## src/rtl/ibuf_burst_writer_pkg.sv

```systemverilog
// Shared types and sizing helpers for the input-buffer writer and data router.
// Write-port field widths are fixed so both sides agree on the bus layout.
package ibuf_pkg;

   typedef enum logic [1:0] {
      IDLE = 2'd0,
      LOAD = 2'd1,
      FIN  = 2'd2
   } state_t;

   localparam int WBANK_W = 8;
   localparam int WROW_W  = 8;
   localparam int WCOL_W  = 28;

   // Rows held per bank: two stride windows so one can fill while the other drains.
   function automatic int bufh_of(input int stride);
      return 2 * stride;
   endfunction

   // Row address length: bits needed to index BUFH rows (at least one).
   function automatic int ral(input int bufh);
      return (bufh > 1) ? $clog2(bufh) : 1;
   endfunction

   // Line-memory depth in words for one bank.
   function automatic int lm(input int bufw, input int bufh);
      return bufw * bufh;
   endfunction

   function automatic int idx_w(input int n);
      return (n > 1) ? $clog2(n) : 1;
   endfunction

endpackage

```

## src/rtl/ibuf_burst_writer_if.sv

```systemverilog
// Command, stream and buffer-write signals of the burst writer.
// Handshakes: a transfer happens on the rising edge where valid && ready; valid never waits on ready.
interface ibuf_burst_writer_if #(
   parameter int DW   = 32,
   parameter int CNTW = 16
);
   import ibuf_pkg::*;

   logic              cmd_valid;
   logic              cmd_ready;
   logic [7:0]        cmd_bank;
   logic [7:0]        cmd_row;
   logic [CNTW-1:0]   cmd_nburst;

   logic              s_valid;
   logic              s_ready;
   logic [DW-1:0]     s_data;
   logic              s_last;

   logic              wvalid;
   logic [DW-1:0]     wdata;
   logic [WBANK_W-1:0] wbank;
   logic [WROW_W-1:0] wrow;
   logic [WCOL_W-1:0] wcol;
   logic              row_done;
   logic              done;
   logic              err_last;
   state_t            dbg_state;

   modport master (
      output cmd_valid, cmd_bank, cmd_row, cmd_nburst, s_valid, s_data, s_last,
      input  cmd_ready, s_ready, wvalid, wdata, wbank, wrow, wcol,
             row_done, done, err_last, dbg_state
   );

   modport slave (
      input  cmd_valid, cmd_bank, cmd_row, cmd_nburst, s_valid, s_data, s_last,
      output cmd_ready, s_ready, wvalid, wdata, wbank, wrow, wcol,
             row_done, done, err_last, dbg_state
   );

endinterface

```

## src/rtl/ibuf_burst_writer_addr_gen.sv

```systemverilog
// ibuf_addr_gen: wrap-around column/row/bank counter for buffer writes.
// Column runs 0..BUFW-1; each row wrap advances row, then bank, modulo BUFH and POY.
module ibuf_addr_gen
   import ibuf_pkg::*;
#(
   parameter int POY  = 3,
   parameter int BUFH = 2,
   parameter int BUFW = 32
) (
   input  logic                    clk,
   input  logic                    rst_n,
   input  logic                    load,
   input  logic [7:0]              load_bank,
   input  logic [7:0]              load_row,
   input  logic                    advance,
   output logic [idx_w(POY)-1:0]   bank,
   output logic [ral(BUFH)-1:0]    row,
   output logic [idx_w(BUFW)-1:0]  col,
   output logic                    last_col
);
   localparam int BW = idx_w(POY);
   localparam int RW = ral(BUFH);
   localparam int CW = idx_w(BUFW);

   logic [BW-1:0] bank_q, bank_d;
   logic [RW-1:0] row_q, row_d;
   logic [CW-1:0] col_q, col_d;

   always_comb begin
      last_col = (col_q == CW'(BUFW - 1));
      bank_d   = bank_q;
      row_d    = row_q;
      col_d    = col_q;
      if (load) begin
         bank_d = BW'(load_bank);
         row_d  = RW'(load_row);
         col_d  = '0;
      end else if (advance) begin
         if (last_col) begin
            col_d = '0;
            if (row_q == RW'(BUFH - 1)) begin
               row_d  = '0;
               bank_d = (bank_q == BW'(POY - 1)) ? '0 : bank_q + BW'(1);
            end else begin
               row_d = row_q + RW'(1);
            end
         end else begin
            col_d = col_q + CW'(1);
         end
      end
   end

   always_ff @(posedge clk) begin
      if (!rst_n) begin
         bank_q <= '0;
         row_q  <= '0;
         col_q  <= '0;
      end else begin
         bank_q <= bank_d;
         row_q  <= row_d;
         col_q  <= col_d;
      end
   end

   assign bank = bank_q;
   assign row  = row_q;
   assign col  = col_q;

endmodule

```

## src/rtl/ibuf_burst_writer.sv

```systemverilog
// Converts a DRAM burst stream into indexed buffer writes (bank/row/col), one row per burst.
// Writes appear one cycle after the accepted beat; done coincides with the final write.
module ibuf_burst_writer
   import ibuf_pkg::*;
#(
   parameter int DW     = 32,
   parameter int POY    = 3,
   parameter int STRIDE = 1,
   parameter int BUFW   = 32,
   parameter int CNTW   = 16
) (
   input logic                clk,
   input logic                rst_n,
   ibuf_burst_writer_if.slave bus
);
   localparam int BUFH = bufh_of(STRIDE);
   localparam int BW   = idx_w(POY);
   localparam int RW   = ral(BUFH);
   localparam int CW   = idx_w(BUFW);

   state_t state_q, state_d;

   logic            cmd_fire;
   logic            beat;
   logic            last_col;
   logic [BW-1:0]   bank;
   logic [RW-1:0]   row;
   logic [CW-1:0]   col;

   logic [CNTW-1:0]    remcnt_q, remcnt_d;
   logic               wvalid_q, wvalid_d;
   logic [DW-1:0]      wdata_q, wdata_d;
   logic [WBANK_W-1:0] wbank_q, wbank_d;
   logic [WROW_W-1:0]  wrow_q, wrow_d;
   logic [WCOL_W-1:0]  wcol_q, wcol_d;
   logic               row_done_q, row_done_d;
   logic               done_q, done_d;
   logic               err_last_q, err_last_d;

   ibuf_addr_gen #(
      .POY  (POY),
      .BUFH (BUFH),
      .BUFW (BUFW)
   ) u_addr_gen (
      .clk       (clk),
      .rst_n     (rst_n),
      .load      (cmd_fire),
      .load_bank (bus.cmd_bank),
      .load_row  (bus.cmd_row),
      .advance   (beat),
      .bank      (bank),
      .row       (row),
      .col       (col),
      .last_col  (last_col)
   );

   always_ff @(posedge clk) begin
      if (!rst_n) state_q <= IDLE;
      else        state_q <= state_d;
   end

   always_comb begin
      state_d = state_q;
      case (state_q)
         IDLE:    if (cmd_fire) state_d = (bus.cmd_nburst == '0) ? FIN : LOAD;
         LOAD:    if (beat && last_col && (remcnt_q == CNTW'(1))) state_d = FIN;
         FIN:     state_d = IDLE;
         default: state_d = IDLE;
      endcase
   end

   always_comb begin
      bus.cmd_ready = (state_q == IDLE);
      bus.s_ready   = (state_q == LOAD);
      bus.dbg_state = state_q;
      cmd_fire      = bus.cmd_valid && (state_q == IDLE);
      beat          = bus.s_valid && (state_q == LOAD);
   end

   // Address fields capture the counters before they advance on this beat.
   always_comb begin
      remcnt_d   = remcnt_q;
      wvalid_d   = beat;
      wdata_d    = wdata_q;
      wbank_d    = wbank_q;
      wrow_d     = wrow_q;
      wcol_d     = wcol_q;
      row_done_d = beat && last_col;
      done_d     = (state_d == FIN);
      err_last_d = err_last_q;
      if (cmd_fire) begin
         remcnt_d = bus.cmd_nburst;
      end else if (beat && last_col) begin
         remcnt_d = remcnt_q - CNTW'(1);
      end
      if (beat) begin
         wdata_d = bus.s_data;
         wbank_d = WBANK_W'(bank);
         wrow_d  = WROW_W'(row);
         wcol_d  = WCOL_W'(col);
         if (bus.s_last != last_col) err_last_d = 1'b1;
      end
   end

   always_ff @(posedge clk) begin
      if (!rst_n) begin
         remcnt_q   <= '0;
         wvalid_q   <= 1'b0;
         wdata_q    <= '0;
         wbank_q    <= '0;
         wrow_q     <= '0;
         wcol_q     <= '0;
         row_done_q <= 1'b0;
         done_q     <= 1'b0;
         err_last_q <= 1'b0;
      end else begin
         remcnt_q   <= remcnt_d;
         wvalid_q   <= wvalid_d;
         wdata_q    <= wdata_d;
         wbank_q    <= wbank_d;
         wrow_q     <= wrow_d;
         wcol_q     <= wcol_d;
         row_done_q <= row_done_d;
         done_q     <= done_d;
         err_last_q <= err_last_d;
      end
   end

   assign bus.wvalid   = wvalid_q;
   assign bus.wdata    = wdata_q;
   assign bus.wbank    = wbank_q;
   assign bus.wrow     = wrow_q;
   assign bus.wcol     = wcol_q;
   assign bus.row_done = row_done_q;
   assign bus.done     = done_q;
   assign bus.err_last = err_last_q;

endmodule

```

## src/flat_wrapper.sv

```systemverilog
// flat-port wrapper written by rule: the top's interface ports become plain ports
module ibuf_burst_writer_flat import ibuf_pkg::*;
#(
   parameter int DW     = 32,
   parameter int POY    = 3,
   parameter int STRIDE = 1,
   parameter int BUFW   = 32,
   parameter int CNTW   = 16
)
  (clk, rst_n, bus_cmd_valid, bus_cmd_bank, bus_cmd_row, bus_cmd_nburst, bus_s_valid, bus_s_data, bus_s_last, bus_cmd_ready, bus_s_ready, bus_wvalid, bus_wdata, bus_wbank, bus_wrow, bus_wcol, bus_row_done, bus_done, bus_err_last, bus_dbg_state);
  ibuf_burst_writer_if #(.DW(DW), .CNTW(CNTW)) bus_i ();
  input logic clk;
  input logic rst_n;
  input wire logic [$bits(bus_i.cmd_valid)-1:0] bus_cmd_valid;
  input wire logic [$bits(bus_i.cmd_bank)-1:0] bus_cmd_bank;
  input wire logic [$bits(bus_i.cmd_row)-1:0] bus_cmd_row;
  input wire logic [$bits(bus_i.cmd_nburst)-1:0] bus_cmd_nburst;
  input wire logic [$bits(bus_i.s_valid)-1:0] bus_s_valid;
  input wire logic [$bits(bus_i.s_data)-1:0] bus_s_data;
  input wire logic [$bits(bus_i.s_last)-1:0] bus_s_last;
  output wire logic [$bits(bus_i.cmd_ready)-1:0] bus_cmd_ready;
  output wire logic [$bits(bus_i.s_ready)-1:0] bus_s_ready;
  output wire logic [$bits(bus_i.wvalid)-1:0] bus_wvalid;
  output wire logic [$bits(bus_i.wdata)-1:0] bus_wdata;
  output wire logic [$bits(bus_i.wbank)-1:0] bus_wbank;
  output wire logic [$bits(bus_i.wrow)-1:0] bus_wrow;
  output wire logic [$bits(bus_i.wcol)-1:0] bus_wcol;
  output wire logic [$bits(bus_i.row_done)-1:0] bus_row_done;
  output wire logic [$bits(bus_i.done)-1:0] bus_done;
  output wire logic [$bits(bus_i.err_last)-1:0] bus_err_last;
  output wire logic [$bits(bus_i.dbg_state)-1:0] bus_dbg_state;
  assign bus_i.cmd_valid = bus_cmd_valid;
  assign bus_i.cmd_bank = bus_cmd_bank;
  assign bus_i.cmd_row = bus_cmd_row;
  assign bus_i.cmd_nburst = bus_cmd_nburst;
  assign bus_i.s_valid = bus_s_valid;
  assign bus_i.s_data = bus_s_data;
  assign bus_i.s_last = bus_s_last;
  assign bus_cmd_ready = bus_i.cmd_ready;
  assign bus_s_ready = bus_i.s_ready;
  assign bus_wvalid = bus_i.wvalid;
  assign bus_wdata = bus_i.wdata;
  assign bus_wbank = bus_i.wbank;
  assign bus_wrow = bus_i.wrow;
  assign bus_wcol = bus_i.wcol;
  assign bus_row_done = bus_i.row_done;
  assign bus_done = bus_i.done;
  assign bus_err_last = bus_i.err_last;
  assign bus_dbg_state = bus_i.dbg_state;
  ibuf_burst_writer #(.DW(DW), .POY(POY), .STRIDE(STRIDE), .BUFW(BUFW), .CNTW(CNTW)) u_core (.clk(clk), .rst_n(rst_n), .bus(bus_i));
endmodule
```

## config.mk

```make
export PLATFORM = sky130hd
export DESIGN_NAME = ibuf_burst_writer_flat
export DESIGN_NICKNAME = d
export VERILOG_FILES = /design/src/rtl/ibuf_burst_writer_pkg.sv /design/src/rtl/ibuf_burst_writer_if.sv /design/src/rtl/ibuf_burst_writer_addr_gen.sv /design/src/rtl/ibuf_burst_writer.sv /design/src/flat_wrapper.sv
export SDC_FILE = /design/constraint.sdc
export NUM_CORES = 1
export LEC_CHECK = 0
export CORE_MARGIN = 1
export CORE_UTILIZATION = 36
export DETAILED_ROUTE_END_ITERATION = 12
export GPL_ROUTABILITY_DRIVEN = 0
export PLACE_DENSITY = 0.69
export RECOVER_POWER = 100
export SLEW_MARGIN = 15
export SYNTH_ARGS = -nofsm -noshare
export SYNTH_HDL_FRONTEND = slang
export SYNTH_SLANG_ARGS = --single-unit
```

## constraint.sdc

```tcl
create_clock -name clk -period 2.69 [get_ports clk]
set_clock_uncertainty 0.1 [all_clocks]
set_input_delay 0.538 -clock clk [delete_from_list [all_inputs] [get_ports clk]]
set_output_delay 0.538 -clock clk [all_outputs]
set_load 0.01 [all_outputs]
```

==> impl_summary.log, run 1 <==
[metrics] fraction of power consumed by combinational cells: 0.166
[metrics] global-route total usage across every layer: 0.1643
[metrics] width of the die: a little under 100 µm
[metrics] most frequent standard cell in the layout excluding fill and tap cells: sky130_fd_sc_hd__nand2_1
[metrics] later-pin clock latency in the skew report: 340 ps
[metrics] delay contributed by the slowest stage of the critical path: ~610 ps
[metrics] total buffers and inverters traversed by the critical path: 1
[metrics] CTS Root Buffer Type: sky130_fd_sc_hd__clkbuf_8
[metrics] overall power after layout: 2.205 mW
[metrics] initial antenna violation count: 0
[metrics] vias per cell: ~4.9
[metrics] Critical Path Sink Type: output port
[metrics] DRT iter0 DRCs: about 110
[metrics] sequential area share after synthesis: 0.4293
[metrics] DP Wirelength: about 5500 µm
[metrics] Inserted Clock Buffers: 9
[metrics] netlist area before placement: about 3300 µm²
[metrics] fraction of the core area covered by cells at the end of the flow: 0.5017
[metrics] deepest clock path buffer count: 2
[metrics] Routed WL: 7696 µm
[metrics] Peak Freq: ~0.44 GHz
[metrics] leading area contributor after synthesis: sky130_fd_sc_hd__dfxtp_1
[metrics] synthesized area per cell: 8.080 µm²
[metrics] number of flops mapped to enable cells by yosys: 0
[metrics] switching share of power: 0.2809
[metrics] Post-CTS Setup Inserts: 0
[metrics] router iterations before antenna repair: 4
[metrics] number of cells produced by synthesis: 404
[metrics] max-cap check violation count: 0
[metrics] WHS Path Cells: 2
[metrics] data arrival time of the critical path: ~1700 ps
[metrics] launching point of the worst reg2reg path: u_core.u_addr_gen.col[0]
[metrics] Register-to-Register Path Depth: 7
[metrics] Clock Pin Slew Worst Setup and Hold Paths: ~80 ps
[metrics] area share of the largest cell type after synthesis: 0.4293
[metrics] fraction of registers with async set/reset: 0
[metrics] remaining antenna violation count: 0
[metrics] Final nets: roughly 570
[metrics] final max-slew violation count: 0
[metrics] beginning of the critical path: u_core.bus.dbg_state[0]
[metrics] total negative slack for setup checks: 0 ps
[metrics] area delta synth->final: 34.69%
[metrics] final global-route overflow total: 0
[metrics] core outline area: between 8000 and 9000 µm²
[metrics] chip height: between 90 and 100 µm
[metrics] most instantiated flip-flop cell in the synthesis netlist: sky130_fd_sc_hd__dfxtp_1
[metrics] count of unique library cells instantiated by Yosys: 51
[metrics] Final Hold Fails: 0
[metrics] P_int: 1.586 mW
[metrics] die area: between 9000 and 10,000 µm²
[metrics] initial standard-cell utilization of the core: 0.3725
[metrics] number of flip-flops and latches in the synthesized netlist: 70
[metrics] highest net fanout along the worst path: 12
[metrics] vias in the first global route: 2,864
[metrics] number of hold buffers added after cts: 0
[metrics] PostCTS Resize Cnt: 0
[metrics] pwr dens: roughly 500 nW/µm²
[metrics] CTS H-Tree Depth: 3
[metrics] transition time at the pin with the least slew margin: a little over 900 ps
[metrics] total of warnings raised by yosys: 0
[metrics] worst vdd rail ir drop: 225.1 µV
[metrics] worst-path cell with the longest stage delay: sky130_fd_sc_hd__dlygate4sd3_1
[metrics] unrepaired setup endpoints after global routing: no
[metrics] status: finished, final reports clean
[metrics] wire length per cell: ~13 µm
[metrics] class of the tightest hold or removal check: reg -> reg
[metrics] proportion of layout cells with a drive suffix above 1: 0.06126
[metrics] crit share post-route: 0.8487
[metrics] headroom to the max-slew limit: 0.3852
[metrics] final setup violating endpoints: 0
[metrics] Critical Path Start Type: register
[metrics] leakage: 1.769 nW
[metrics] diode count: 0
[metrics] source of the worst hold timing path: u_core.bus.wrow[0]
[metrics] shortest period the worst path allows: about 2300 ps
[metrics] most used cells in the layout excluding fill and tap cells: 92 x sky130_fd_sc_hd__nand2_1, 70 x sky130_fd_sc_hd__dfxtp_1, 56 x sky130_fd_sc_hd__a21oi_1
[metrics] Post-route DRC: 0
[metrics] via count: 3,003
[metrics] dominant cells by area after synthesis: sky130_fd_sc_hd__dfxtp_1 43%, sky130_fd_sc_hd__nand2_1 11%, sky130_fd_sc_hd__buf_4 8.7%
[metrics] family of cells with the greatest summed delay on the critical path: buffers and inverters
[metrics] Sequential Power Share: 0.506
[metrics] number of cell rows: 34
[metrics] largest net degree at the start of global routing: between 40 and 50
[metrics] wire length of the first global-routing pass: 12,830 µm
[metrics] CP Data Required Time: just over 2000 ps
[metrics] clk sinks: 70
[metrics] count of boundary I/O pins: roughly 150
[metrics] crit path cell chain: nor2b_1 -> dlygate4sd3_1
[metrics] count of buffers inserted at the top-level ports: 103
[metrics] clock tree from TritonCTS: yes
[metrics] class of the most critical setup path: reg -> out
[metrics] Clk network pwr share: 0.328
[metrics] Net Switching: roughly 620 µW
[metrics] path length in cells of the critical path: 2
-- per-layer routing --
layer | vias to the layer above | share of wire | GRT usage | routed length [µm]
met3 | 8 | 0.051 | 0.03381 | 391
li1 | 1516 | - | - | -
met4 | 0 | 0.011 | 0.06109 | 81
met5 | - | 0 | 0 | 0
met2 | 97 | 0.50 | 0.2952 | 3831
met1 | 1382 | 0.44 | 0.1917 | 3392
-- metrics by stage --
| stage | std cells | hold slack [ps] | cell area, µm² | worst slack [ps] |
|---|---|---|---|---|
| global placement | 598 | 341.3 | 4240 | 325.4 |
| global route | 614 | 372.7 | 4397 | 217.3 |
| CTS | 614 | 358.6 | 4405 | 412.4 |
| detailed placement | 598 | 348.5 | 4240 | 277.1 |
| floorplan | 439 | 345.1 | 3396 | 567.7 |
| finish | 614 | 353.3 | 4397 | 406.9 |
-- registers in the layout, indices dropped and copies added, names as in the netlist, 2 cells and up --
name,flops
u_core.bus.dbg_state,2
u_core.bus.wbank,2
u_core.bus.wcol,5
u_core.bus.wdata,32
u_core.remcnt_q,16
u_core.u_addr_gen.bank,2
u_core.u_addr_gen.col,5
-- final timing paths --
path / to / slack, ps
worst max-delay path: bus_s_ready / 410
worst min-delay path: u_core.bus.wrow[0] / 350
worst max register to register: u_core.remcnt_q[8] / 410
worst min register to register: u_core.bus.wrow[0] / 350
-- worst register-to-register path, stage by stage (launching register included) --
cell and delay (ps):
sky130_fd_sc_hd__dfxtp_1 360, sky130_fd_sc_hd__ha_1 230, sky130_fd_sc_hd__and3_1 190, sky130_fd_sc_hd__ha_1 210, sky130_fd_sc_hd__and4b_1 280, sky130_fd_sc_hd__nor2_1 470, sky130_fd_sc_hd__o21ai_0 180, sky130_fd_sc_hd__a31oi_1 190
-- kinds of logic after synthesis --
family | Yosys count | share of synthesized area
compound gates | 92 | 0.1644
xor+xnor | 6 | 0.01610
fa+ha+maj | 4 | 0.01533
buf+inv | 67 | 0.1272
flops | 70 | 0.4293
mux | 1 | 0.003449
other cells | 1 | 0.001149
simple gates | 163 | 0.2430
-- area by class of cell --
| cell class | count | area, µm² |
|---|---|---|
| fill | 876 | 4367 |
| inverter | 5 | 18.77 |
| tap | 108 | 135.1 |
| sequential | 70 | 1401 |
| multi-input combinational | 302 | 1577 |
| clock buffer | 9 | 123.9 |
| timing repair buffer | 113 | 1100 |
| clock inverter | 7 | 41.29 |
-- synthesized netlist by cell type (2+ instances only) --
| cell | instances |
|---|---|
| sky130_fd_sc_hd__nor4_4 | 2 |
| sky130_fd_sc_hd__a22oi_1 | 5 |
| sky130_fd_sc_hd__nand3b_1 | 2 |
| sky130_fd_sc_hd__nand2_1 | 92 |
| sky130_fd_sc_hd__xor2_1 | 4 |
| sky130_fd_sc_hd__a31oi_1 | 6 |
| sky130_fd_sc_hd__a21oi_1 | 56 |
| sky130_fd_sc_hd__or3_1 | 2 |
| sky130_fd_sc_hd__ha_1 | 4 |
| sky130_fd_sc_hd__buf_2 | 11 |
| sky130_fd_sc_hd__and4_1 | 2 |
| sky130_fd_sc_hd__nor3_1 | 8 |
| sky130_fd_sc_hd__xnor2_1 | 2 |
| sky130_fd_sc_hd__inv_1 | 4 |
| sky130_fd_sc_hd__a211oi_1 | 3 |
| sky130_fd_sc_hd__and3_1 | 2 |
| sky130_fd_sc_hd__buf_4 | 38 |
| sky130_fd_sc_hd__o22ai_1 | 3 |
| sky130_fd_sc_hd__a221oi_1 | 3 |
| sky130_fd_sc_hd__nor4_1 | 4 |
| sky130_fd_sc_hd__nand4_1 | 6 |
| sky130_fd_sc_hd__clkbuf_1 | 11 |
| sky130_fd_sc_hd__nand4b_1 | 5 |
| sky130_fd_sc_hd__o211ai_1 | 2 |
| sky130_fd_sc_hd__nand3_1 | 5 |
| sky130_fd_sc_hd__o21ai_0 | 6 |
| sky130_fd_sc_hd__dfxtp_1 | 70 |
| sky130_fd_sc_hd__nor2_1 | 23 |
-- power by group through the flow --
| stage | Combinational [mW] | Clock (mW) | Sequential, mW |
|---|---|---|---|
| 2_1_floorplan | 0.234 | 0 | 1.14 |
| 3_3_place_gp | 0.372 | 0 | 1.14 |
| 3_5_place_dp | 0.377 | 0 | 1.14 |
| 4_1_cts | 0.379 | 0.742 | 1.12 |
| 5_1_grt | 0.403 | 0.787 | 1.12 |
| 6_report | 0.366 | 0.722 | 1.12 |
Note: power is estimated with default switching activity, not from simulation.
==> inputs of run 2 (changes only) <==
==> constraint.sdc (replaced) <==
create_clock -name clk -period 2.3 [get_ports clk]
set_clock_uncertainty 0.1 [all_clocks]
set_input_delay 0.46 -clock clk [delete_from_list [all_inputs] [get_ports clk]]
set_output_delay 0.46 -clock clk [all_outputs]
set_load 0.01 [all_outputs]
==> run 2 against run 1 <==
Net effect: via count is 0.93% higher; register-to-register slack worse by 250 ps; cell count up 0.81%; die area is the same; clock power rose by 70%; worst setup slack worse by 260 ps; worst hold slack lost 1.4 ps; combinational power increased by 20%; sequential share of layout area fell by 0.93 points; critical path type unchanged; non-clock buffer count is 5 higher; final area grew 3.0%; clock-buffer cell count increased by 2.
==> impl_summary.log, run 2 (same netlist as run 1, synthesis figures left out) <==
[metrics] status: finished, final reports clean
[metrics] worst vdd rail ir drop: 359.8 µV (+60%)
[metrics] Placed Area: 4290 µm² (+1.2%)
[metrics] Critical Path Sink Type: output port
[metrics] router iterations before antenna repair: 4 (unchanged)
[metrics] wire length per cell: 12.46 µm (-0.60%)
[metrics] count of boundary I/O pins: 153 (unchanged)
[metrics] Net Switching: 714.5 µW (+15%)
[metrics] data arrival time of the critical path: 1590 ps (-60 ps)
[metrics] clock tree from TritonCTS: yes
[metrics] Final Hold Fails: 0 (unchanged)
[metrics] most used cells in the layout excluding fill and tap cells: 92 x sky130_fd_sc_hd__nand2_1, 70 x sky130_fd_sc_hd__dfxtp_1, 57 x sky130_fd_sc_hd__clkdlybuf4s50_1
[metrics] crit share post-route: 0.9365
[metrics] DP Wirelength: 5611 µm (+1.7%)
[metrics] later-pin clock latency in the skew report: 330 ps (about the same)
[metrics] clk sinks: 70 (unchanged)
[metrics] highest net fanout along the worst path: 12 (unchanged)
[metrics] Inserted Clock Buffers: 9 (unchanged)
[metrics] Clk network pwr share: 0.414 (+0.086)
[metrics] largest net degree at the start of global routing: 48 (unchanged)
[metrics] worst hold slack after final layout: 351.9 ps (-1.419 ps)
[metrics] CP Data Required Time: 1740 ps (-310 ps)
[metrics] global-route total usage across every layer: 0.1560 (-0.008295)
[metrics] delay contributed by the slowest stage of the critical path: 550 ps (-60 ps)
[metrics] final max-slew violation count: 0 (unchanged)
[metrics] final setup violating endpoints: 0 (unchanged)
[metrics] via count: 3,031 (+0.93%)
[metrics] Peak Freq: approximately 0.46 GHz
[metrics] core outline area: 8763 µm² (unchanged)
[metrics] Clock Pin Slew Worst Setup and Hold Paths: 70 ps (about the same)
[metrics] class of the tightest hold or removal check: reg -> reg
[metrics] headroom to the max-slew limit: 0.3847 (-0.0005050)
[metrics] shortest period the worst path allows: roughly 2200 ps
[metrics] Routed WL: 7712 µm (+0.21%)
[metrics] initial standard-cell utilization of the core: 0.3725 (unchanged)
[metrics] Largest register FFs: 32 (unchanged)
[metrics] unrepaired setup endpoints after global routing: no
[metrics] total negative slack for setup checks: 0 ps (unchanged)
[metrics] wire length of the first global-routing pass: 12,200 µm (-4.9%)
[metrics] CTS H-Tree Depth: 3 (unchanged)
[metrics] count of buffers inserted at the top-level ports: 103 (unchanged)
[metrics] Post-route DRC: 0 (unchanged)
[metrics] transition time at the pin with the least slew margin: 923.0 ps (+0.7585 ps)
[metrics] CTS Root Buffer Type: sky130_fd_sc_hd__clkbuf_8
[metrics] die area: 9453 µm² (unchanged)
[metrics] class of the most critical setup path: reg -> out
[metrics] most frequent standard cell in the layout excluding fill and tap cells: sky130_fd_sc_hd__nand2_1
[metrics] switching share of power: 0.2400 (-0.04088)
[metrics] Final nets: 579 (+0.87%)
[metrics] DRT iter0 DRCs: 97 (-8.5%)
[metrics] crit path cell chain: nor2b_1 -> clkdlybuf4s50_1
[metrics] proportion of layout cells with a drive suffix above 1: 0.07632 (+0.01506)
[metrics] worst-path cell with the longest stage delay: sky130_fd_sc_hd__dfxtp_1
[metrics] chip height: 97.23 µm (unchanged)
[metrics] leakage: 1.833 nW (+3.6%)
[metrics] deepest clock path buffer count: 2 (unchanged)
[metrics] Filler cells: 856 (-2.3%)
[metrics] Layout Cell Area excl Fill: 4529 µm² (+3.0%)
[metrics] number of hold buffers added after cts: 0 (unchanged)
[metrics] vias per cell: 4.897 (+0.12%)
[metrics] fraction of power consumed by combinational cells: 0.148 (-0.018)
[metrics] Critical Path Start Type: register
[metrics] P_int: 2.263 mW (+43%)
[metrics] max-cap check violation count: 0 (unchanged)
[metrics] diode count: 0 (unchanged)
[metrics] Sequential Power Share: 0.439 (-0.067)
[metrics] remaining antenna violation count: 0 (unchanged)
[metrics] Post-CTS Setup Inserts: 0 (unchanged)
[metrics] number of cell rows: 34 (unchanged)
[metrics] final global-route overflow total: 0 (unchanged)
[metrics] vias in the first global route: 2,742 (-4.3%)
[metrics] width of the die: 97.23 µm (unchanged)
[metrics] pwr dens: 657.3 nW/µm² (+31%)
[metrics] area delta synth->final: 38.75%
[metrics] initial antenna violation count: 0 (unchanged)
==> run 2: changes by cell type in the layout (fill, tap and decap cells not counted), sizes merged <==
| cell | before | now |
|---|---|---|
| clkinv | 6 | 1 |
| dlygate4sd3 | 49 | 46 |
| clkdlybuf4s50 | 54 | 57 |
| clkinvlp | 1 | 0 |
| bufinv | 0 | 3 |
| clkbuf | 11 | 13 |
| buf | 8 | 13 |
| inv | 5 | 6 |
==> run 2: final timing paths <==
kind                                  from  cells past startpoint                    to  slack (ps)
hold / removal        u_core.bus.wdata[29]                      2  u_core.bus.wdata[29]         350
setup reg to reg  u_core.u_addr_gen.col[1]                      7   u_core.remcnt_q[14]         160
hold reg to reg       u_core.bus.wdata[29]                      2  u_core.bus.wdata[29]         350
setup / recovery   u_core.bus.dbg_state[0]                      2           bus_s_ready         150
==> run 2: worst max-delay path: cells and delay by family, from the launching register on <==
kind          cells  cell delay [ps]
flops             1              550
simple gates      1              180
buf+inv           1              540
==> run 2: final cells by class <==
class                      instances  area (µm²)  share of cell area
inverter                           5       18.77            0.004144
tap                              108       135.1             0.02983
multi-input combinational        302        1580              0.3489
clock buffer                      11       151.4             0.03343
clock inverter                     5       103.9             0.02293
sequential                        70        1401              0.3094
timing repair buffer             118        1139              0.2514
==> run 2: power groups by stage <==
stage / Combinational (mW) / Sequential, mW / Clock [mW]
after floorplan: 0.274 / 1.34 / 0
after global placement: 0.445 / 1.33 / 0
after detailed placement: 0.453 / 1.33 / 0
after CTS: 0.455 / 1.31 / 1.27
after global routing: 0.482 / 1.31 / 1.32
final: 0.439 / 1.31 / 1.23
==> run 2: timing repair <==
| action | in CTS | in global routing |
|---|---|---|
| gates resized for setup | 0 | 1 |
| endpoints found under the hold margin | 0 | 0 |
| setup endpoints to repair | 0 | 8 |
==> run 2: layer usage <==
metal | track usage | wire, µm | vias up
li1 | - | - | 1526
met1 | 0.1768 | 3338 | 1397
met2 | 0.2860 | 3868 | 99
met3 | 0.03237 | 415 | 9
met4 | 0.05882 | 89 | 0
met5 | 0 | 0 | -
==> run 2: per-stage QoR <==
| stage | instances | utilization | total power [mW] | setup slack, ps |
|---|---|---|---|---|
| 6_report | 619 | 0.5168 | 2.977 | 146.1 |
| 5_1_grt | 619 | 0.5168 | 3.116 | 0.5820 |
| 4_1_cts | 619 | 0.5187 | 3.036 | 51.92 |
| 3_5_place_dp | 603 | 0.4896 | 1.788 | 5.989 |
| 3_3_place_gp | 603 | 0.4896 | 1.777 | 56.33 |
| 2_1_floorplan | 439 | - | 1.612 | 177.7 |
==> inputs of run 3 (changes only) <==
--- a/config.mk
+++ b/config.mk
@@ -6,10 +6,10 @@
 export NUM_CORES = 1
 export LEC_CHECK = 0
 export CORE_MARGIN = 1
-export CORE_UTILIZATION = 36
+export CORE_UTILIZATION = 30
 export DETAILED_ROUTE_END_ITERATION = 12
 export GPL_ROUTABILITY_DRIVEN = 0
-export PLACE_DENSITY = 0.69
+export PLACE_DENSITY = 0.59
 export RECOVER_POWER = 100
 export SLEW_MARGIN = 15
 export SYNTH_ARGS = -nofsm -noshare
==> constraint.sdc (replaced) <==
create_clock -name clk -period 2 [get_ports clk]
set_clock_uncertainty 0.1 [all_clocks]
set_input_delay 0.4 -clock clk [delete_from_list [all_inputs] [get_ports clk]]
set_output_delay 0.4 -clock clk [all_outputs]
set_load 0.01 [all_outputs]
==> run 3 against run 2 <==
Net effect: cell count grew 8.1%; clock power grew 4%; via count grew 4.1%; final area grew 4.9%; utilization shrank 6.1 points; combinational power grew 23%; first-iteration DRC count grew 34%; global-route usage shrank 0.12 points; routed wire length grew 11%; total power grew 11%.
==> impl_summary.log, run 3 (same netlist as run 1, synthesis figures left out) <==
[metrics] Clock Pin Slew Worst Setup and Hold Paths: 80 ps (about the same)
[metrics] launching point of the worst reg2reg path: u_core.u_addr_gen.col[0]
[metrics] initial antenna violation count: 0 (unchanged)
[metrics] global-route total usage across every layer: 0.1549 (-0.001156)
[metrics] DP Wirelength: 6145 µm (+9.5%)
[metrics] core outline area: 10,420 µm² (+19%)
[metrics] wire length per cell: 12.85 µm (+3.1%)
[metrics] shortest period the worst path allows: about 2000 ps
[metrics] family of cells with the greatest summed delay on the critical path: buffers and inverters
[metrics] Post-route DRC: 0 (unchanged)
[metrics] wire length of the first global-routing pass: 13,860 µm (+14%)
[metrics] clock tree from TritonCTS: yes
[metrics] Register-to-Register Path Depth: 10 (+3)
[metrics] vias in the first global route: 2,885 (+5.2%)
[metrics] Inserted Clock Buffers: 9 (unchanged)
[metrics] final max-slew violation count: 0 (unchanged)
[metrics] leakage: 1.912 nW (+4.3%)
[metrics] Routed WL: 8595 µm (+11%)
[metrics] initial standard-cell utilization of the core: 0.3134 (-0.05911)
[metrics] register area: 1405 µm² (+0.27%)
[metrics] count of boundary I/O pins: 153 (unchanged)
[metrics] class of the most critical setup path: reg -> out
[metrics] final setup violating endpoints: 0 (unchanged)
[metrics] remaining antenna violation count: 0 (unchanged)
[metrics] CTS Root Buffer Type: sky130_fd_sc_hd__clkbuf_8
[metrics] CTS H-Tree Depth: 3 (unchanged)
[metrics] status: finished, final reports clean
[metrics] total buffers and inverters traversed by the critical path: 1 (unchanged)
[metrics] worst vdd rail ir drop: 354.0 µV (-1.6%)
[metrics] number of hold buffers added after cts: 0 (unchanged)
[metrics] deepest clock path buffer count: 2 (unchanged)
[metrics] headroom to the max-slew limit: 0.6637 (+0.2790)
[metrics] highest net fanout along the worst path: 10 (-2)
[metrics] die area: 11,300 µm² (+20%)
[metrics] most frequent standard cell in the layout excluding fill and tap cells: sky130_fd_sc_hd__nand2_1
[metrics] router iterations before antenna repair: 5 (+1)
[metrics] worst-path cell with the longest stage delay: sky130_fd_sc_hd__clkdlybuf4s50_1
[metrics] Critical Path Sink Type: output port
[metrics] final global-route overflow total: 0 (unchanged)
[metrics] class of the tightest hold or removal check: reg -> reg
[metrics] transition time at the pin with the least slew margin: 504.5 ps (-418.5 ps)
[metrics] area delta synth->final: 45.57%
[metrics] chip height: 106.3 µm (+9.3%)
[metrics] DP Cell Count: 650 (+7.8%)
[metrics] proportion of layout cells with a drive suffix above 1: 0.1276 (+0.05126)
[metrics] number of cell rows: 37 (+8.8%)
[metrics] slack of the critical path: 48.58 ps (-97.54 ps)
[metrics] count of buffers inserted at the top-level ports: 103 (unchanged)
[metrics] worst hold slack after final layout: 353.1 ps (+1.236 ps)
[metrics] later-pin clock latency in the skew report: 350 ps (+20 ps)
[metrics] setup slack after placement: -188.2 ps (-194.1 ps)
[metrics] Final nets: 601 (+3.8%)
[metrics] delay contributed by the slowest stage of the critical path: 600 ps (+50 ps)
[metrics] Endpoint, Worst Hold: u_core.bus.wdata[27]
[metrics] diode count: 0 (unchanged)
[metrics] unrepaired setup endpoints after global routing: no
[metrics] clk sinks: 70 (unchanged)
[metrics] Peak Freq: between 0.5 and 0.6 GHz
[metrics] DRT iter0 DRCs: 130 (+34%)
[metrics] Reg2Reg Setup Slack: 60 ps (-100 ps)
[metrics] width of the die: 106.3 µm (+9.3%)
[metrics] max-cap check violation count: 0 (unchanged)
[metrics] vias per cell: 4.717 (-3.7%)
[metrics] Largest register FFs: 32 (unchanged)
[metrics] non-filler cells in the finished layout: 669 (+8.1%)
[metrics] pwr dens: 698.2 nW/µm² (+6.2%)
[metrics] data arrival time of the critical path: 1450 ps (-140 ps)
[metrics] Critical Path Start Type: register
[metrics] Filler cells: 1,069 (+25%)
[metrics] CP Data Required Time: 1500 ps (-240 ps)
[metrics] area of the multi-input gates: 1643 µm² (+4.0%)
[metrics] crit path cell chain: clkdlybuf4s50_1
[metrics] source of the worst hold timing path: u_core.bus.wdata[27]
[metrics] crit share post-route: 0.9757
[metrics] largest net degree at the start of global routing: 29 (-40%)
[metrics] WHS Path Cells: 2 (unchanged)
[metrics] end of the worst register-to-register path: u_core.remcnt_q[4]
[metrics] most used cells in the layout excluding fill and tap cells: 92 x sky130_fd_sc_hd__nand2_1, 67 x sky130_fd_sc_hd__dfxtp_1, 58 x sky130_fd_sc_hd__clkdlybuf4s50_1
[metrics] Final Hold Fails: 0 (unchanged)
[metrics] via count: 3,156 (+4.1%)
==> run 3: final cells by class <==
cell class                 instances  area share
sequential                        70      0.2957
timing repair buffer             139      0.2725
inverter                           5    0.003949
clock inverter                     6     0.01948
tap                              136     0.03581
multi-input combinational        303      0.3457
clock buffer                      10     0.02686
==> run 3: what timing repair did <==
action,CTS,global route
pin swaps,0,4
gates cloned,1,0
hold endpoints to repair,0,0
gates resized for setup,6,7
endpoints found under the setup margin,19,14
setup buffers,0,2
==> run 3: metrics by stage <==
| step | power [mW] | setup TNS, ps | utilization | area [µm²] |
|---|---|---|---|---|
| after floorplan | 1.854 | -16.65 | - | 3417 |
| after global placement | 2.077 | -2192 | 0.4294 | 4473 |
| after detailed placement | 2.084 | -2548 | 0.4294 | 4473 |
| after CTS | 3.371 | 0 | 0.4537 | 4726 |
| after global routing | 3.479 | 0 | 0.4562 | 4752 |
| final | 3.318 | 0 | 0.4562 | 4752 |
==> run 3: how the worst max path moves through the flow <==
| stage | end | slack [ps] | cells after the start | start |
|---|---|---|---|---|
| after floorplan | u_core.remcnt_q[5] | -20 | 10 | u_core.u_addr_gen.col[0] |
| after global placement | u_core.u_addr_gen.bank[0] | -170 | 6 | bus_s_valid |
| after detailed placement | u_core.u_addr_gen.bank[1] | -190 | 6 | bus_s_valid |
| after CTS | u_core.remcnt_q[15] | 8 | 8 | u_core.u_addr_gen.col[0] |
| after global routing | u_core.remcnt_q[4] | 8 | 10 | u_core.u_addr_gen.col[0] |
| final | bus_dbg_state[1] | 50 | 1 | u_core.bus.dbg_state[1] |
==> run 3: power by group <==
group / total (mW) / internal, mW / switching [mW]
Sequential: 1.50 / 1.45 / 0.0495
Clock: 1.28 / 0.711 / 0.564
Combinational: 0.542 / 0.272 / 0.270
Total: 3.32 / 2.43 / 0.884
==> run 3: per-layer routing <==
| layer | wire (µm) | vias to the layer above | global-route usage | part of all wire |
|---|---|---|---|---|
| li1 | - | 1574 | - | - |
| met1 | 3745 | 1466 | 0.1921 | 0.44 |
| met2 | 4211 | 110 | 0.2625 | 0.49 |
| met3 | 560 | 6 | 0.03188 | 0.065 |
| met4 | 76 | 0 | 0.05853 | 0.0088 |
| met5 | 0 | - | 0 | 0 |
